===== config.mk =====
export PLATFORM = sky130hd
export DESIGN_NAME = icache
export DESIGN_NICKNAME = d
export VERILOG_FILES = /design/src/rtl/cpu_types_pkg.sv /design/src/rtl/icache.sv
export SDC_FILE = /design/constraint.sdc
export NUM_CORES = 1
export LEC_CHECK = 0
export BUFFER_PORTS_ARGS = -buffer_cell sky130_fd_sc_hd__buf_2
export CORE_MARGIN = 1.5
export CORE_UTILIZATION = 58
export CTS_CLUSTER_DIAMETER = 30
export DETAILED_ROUTE_END_ITERATION = 16
export GPL_ROUTABILITY_DRIVEN = 0
export PLACE_DENSITY = 0.75
export SLEW_MARGIN = 15
export SYNTH_ARGS = -nofsm -noshare
export SYNTH_HDL_FRONTEND = slang
export SYNTH_SLANG_ARGS = --single-unit

===== constraint.sdc =====
create_clock -name CLK -period 7.2 [get_ports CLK]
set_input_delay 1.44 -clock CLK [delete_from_list [all_inputs] [get_ports CLK]]
set_output_delay 1.44 -clock CLK [all_outputs]
set_load 0.005 [all_outputs]

===== src/rtl/cpu_types_pkg.sv =====
// cpu_types_pkg: shared instruction-cache geometry, address split and frame layout
//   ITAG_W/IIDX_W/IFRAMES fix a 16-frame, one-word-per-frame, direct-mapped cache.
package cpu_types_pkg;
  localparam int ITAG_W  = 26;
  localparam int IIDX_W  = 4;
  localparam int IFRAMES = 16;

  typedef struct packed {
    logic [ITAG_W-1:0] tag;
    logic [IIDX_W-1:0] idx;
    logic [1:0]        bytoff;
  } icachef_t;

  typedef struct packed {
    logic              valid;
    logic [ITAG_W-1:0] tag;
    logic [31:0]       data;
  } icache_frame_t;
endpackage


===== src/rtl/icache.sv =====
// icache: read-only direct-mapped instruction cache, zero-cycle hits, single-word fills
//   CLK/nRST          clock, async active-low reset
//   imemREN/imemaddr  datapath fetch request and byte address
//   ihit/imemload     hit strobe and instruction word (0 when no hit)
//   iREN/iaddr        memory read request and word-aligned address (only in MISS)
//   iwait/iload       memory busy flag and read data
module icache
  import cpu_types_pkg::*;
(
  input  logic        CLK,
  input  logic        nRST,
  input  logic        imemREN,
  input  logic [31:0] imemaddr,
  output logic        ihit,
  output logic [31:0] imemload,
  output logic        iREN,
  output logic [31:0] iaddr,
  input  logic        iwait,
  input  logic [31:0] iload
);
  typedef enum logic {IDLE, MISS} state_t;

  state_t        r_state;
  icache_frame_t r_frames [IFRAMES];
  icachef_t      w_addr;
  icache_frame_t w_frame;
  logic          w_hit;

  assign w_addr   = icachef_t'(imemaddr);
  assign w_frame  = r_frames[w_addr.idx];
  assign w_hit    = (r_state == IDLE) && imemREN && w_frame.valid && (w_frame.tag == w_addr.tag);
  assign ihit     = w_hit;
  assign imemload = w_hit ? w_frame.data : 32'h0;
  assign iREN     = (r_state == MISS);
  // iaddr follows the live PC so a redirect during a miss fetches the new target
  assign iaddr    = (r_state == MISS) ? {imemaddr[31:2], 2'b00} : 32'h0;

  always_ff @(posedge CLK or negedge nRST) begin
    if (!nRST) begin
      r_state <= IDLE;
      for (int i = 0; i < IFRAMES; i++) r_frames[i] <= '0;
    end else if (r_state == IDLE) begin
      if (imemREN && !w_hit) r_state <= MISS;
    end else if (!imemREN) begin
      r_state <= IDLE;
    end else if (!iwait) begin
      r_frames[w_addr.idx] <= '{valid: 1'b1, tag: w_addr.tag, data: iload};
      r_state              <= IDLE;
    end
  end
endmodule


==> impl_results.md <==
- Routed via count: roughly 25,000
- Port buffer count: ~130
- Post-Route Setup TNS: 0 ns
- Skew final: ~0.021 ns
- Fin cells: between 3,000 and 4,000
- Total gr overflow: 0
- Post-Syn Area: 0.0435 mm²
- Hold Path Depth: 1
- Antenna violations before repair: 8
- Startpoint types: input pin
- Req. time, crit path: between 5 and 6 ns
- Share of cells above drive strength 1: approximately 58%
- Most frequent cell after synthesis: dfrtp_1
- Worst Hold Class: reg2reg
- Clk slew on worst S/H paths: 0.05 ns
- Endpoints failing hold: 0
- Layout Area Growth over Synthesis: 17.7%
- 1st-iter DRT viols: between 1,500 and 2,000
- Unique masters post-synth: about 60
- Synth Flop Type: dfrtp_1
- Core ar.: 0.0743 mm²
- HPWL Detailed: between 50 and 60 mm
- CTS tree: yes
- Rows: 100
- Via/cell ratio: between 6 and 7
- H-tree depth: 4
- Max IR drop VDD: between 0.0002 and 0.00025 V
- R2R cell count: 7
- Setup ws final: 0.627 ns
- Area of the multi-input gates: around 0.019 mm²
- Die area: 0.0767 mm²
- Worst-skew pair later-pin latency: between 0.7 and 0.8 ns
- Top Ports: roughly 130
- Critical path class: in2out
- Global-route wire length before repair: 168 mm
- Root buffer cell: clkbuf_16
- Final setup fails: 0
- Least-Margin Pin Slew: about 1.2 ns
- Post-CTS sizing: 0
- Final core occ: between 60% and 70%
- Total of max-cap violations: 0
- Top cells by area, synth: dfrtp_1 54%, mux2_2 24%, mux4_2 13%, clkbuf_1 1.4%, mux2i_1 1.1%
- Register area: between 0.02 and 0.025 mm²
- Total setup buffers inserted after CTS: 0
- Vias in the first global route: between 20,000 and 30,000
- Synth warnings: 0
- Power Dens Cells: 321 mW/mm²
- DR WL/cell: around 27 µm
- Met3 Usage GRT: under 10%
- Post-Place Setup Slack: about 0.65 ns
- DRC: 0
- Async set-or-reset flop fraction in the synthesized netlist: 100%
- Gate Count Post-Synth: around 2,700
- Die height: around 280 µm
- Met2 Track Usage GR: 46.9%
- Synth top cells by count: 945 x dfrtp_1, 916 x mux2_2, 255 x mux4_2
- Max Fclk: approximately 0.15 GHz
- DRT antenna net count: 0
- CP arrival: 5.13 ns
- Hold Buf Count CTS: 0
- Crit path capture type: primary output
- Period minus WS final: 6.57 ns
- Synthesized area per cell: around 16 µm²
- Final nets: 2,918
- RSZ-0062 raised after global routing: no
- Layout fillers: 4,822
- Synth top area share: 54.4%
- Die width: 277 µm
- Pin count of the biggest net entering global routing: 184
- Slew headroom: about 18%
- Status: completed
- Initial Utilization: between 50% and 60%
- Final Cycle Share: slightly above 90%
- GR peak layer: met2
- DR pass1 iterations: 5
- Num CTS Buffers: between 150 and 200
- M1 GR Usage: roughly 39%
- Finished Cell Area: about 0.051 mm²
- Crit path max fanout: between 70 and 80
- GRT Total Usage: just under 30%
- Area leader, netlist: dfrtp_1
- Clk buf depth: 3
- Hold Slack: about 0.46 ns
- Final number of max-transition violations: 0
- Sequential cell area fraction in the yosys report: between 50 and 60%
- Post-synth EDFFs: 0
- DP Area: 0.0449 mm²
- Placed Cells: around 3,600
- CTS sink count: 945
- Post-Route WL: about 110 mm
- Total power: between 15 and 20 mW
- Pleak: 23.8 nW
- Flop and latch count out of synthesis: ~950
==> flip-flops by register name (all words and copies together) (netlist names) <==
name / cells
iREN: 1
r_frames: 944
==> per-layer routing <==
metal / part of all wire (%) / up-vias / routed length, µm
li1: - / 10500 / -
met1: 42 / 13800 / 45300
met2: 50 / 777 / 53300
met3: 5.5 / 228 / 5920
met4: 2.8 / 6 / 2970
met5: 0.036 / - / 39
==> area by class of cell <==
type	count	share of cell area [%]
sequential	945	46.2
clock buffer	226	9.68
timing repair buffer	185	2.50
tap	969	2.37
antenna	3	0.0147
inverter	10	0.0733
multi-input combinational	1529	36.5
clock inverter	109	2.65
==> final timing paths <==
path	from	endpoint	slack [ns]
max	imemaddr[4]	imemload[31]	0.63
min	r_frames[530]$_DFFE_PN0P_	r_frames[530]$_DFFE_PN0P_	0.46
max reg2reg	iREN$_DFF_PN0_	r_frames[224]$_DFFE_PN0P_	3.17
min reg2reg	r_frames[530]$_DFFE_PN0P_	r_frames[530]$_DFFE_PN0P_	0.46
max in group asynchronous	nRST	r_frames[54]$_DFFE_PN0P_	4.94
min in group asynchronous	nRST	r_frames[600]$_DFFE_PN0P_	0.73
==> worst max-delay path, cell delays in order <==
cell     delay (ns)
buf_6          0.59
buf_4          0.43
mux4_2         0.35
mux2i_1        0.19
xor2_1         0.26
a31oi_1        0.22
or4_2          0.68
buf_4          0.37
nor3b_1        0.29
buf_2          0.15
==> kinds of logic (layout without fill, tap and decap cells) <==
group	count (synthesis)	in the layout	share of synthesized area (%)
flip-flops	945	945	54.4
AO/OA/AOI/OAI	89	89	1.35
buffers and inverters	276	530	2.88
XOR/XNOR	27	27	0.544
multiplexers	1222	1222	38.2
other	1	5	0.00862
AND/OR/NAND/NOR	189	189	2.71
==> power by group <==
group | total [mW] | switching (mW) | internal, mW
clock network | 8.51 | 2.91 | 5.60
registers | 6.30 | 0.333 | 5.97
logic | 1.60 | 0.674 | 0.928
total | 16.4 | 3.92 | 12.5
==> cell usage in the layout (no fill, tap or decap), drive strengths merged, types with 5 or more instances in the layout <==
cell type / instances
mux2i: 50
clkinv: 50
o22ai: 13
o21ai: 37
mux4: 256
nor3b: 34
nor2: 35
and2: 23
mux2: 916
inv: 26
nor3: 9
or2: 14
buf: 185
nand2: 43
a211oi: 5
or3: 5
dfrtp: 945
bufinv: 19
clkinvlp: 24
nand2b: 9
xnor2: 20
xor2: 7
clkbuf: 226
Power figures use the tool's default switching activity.
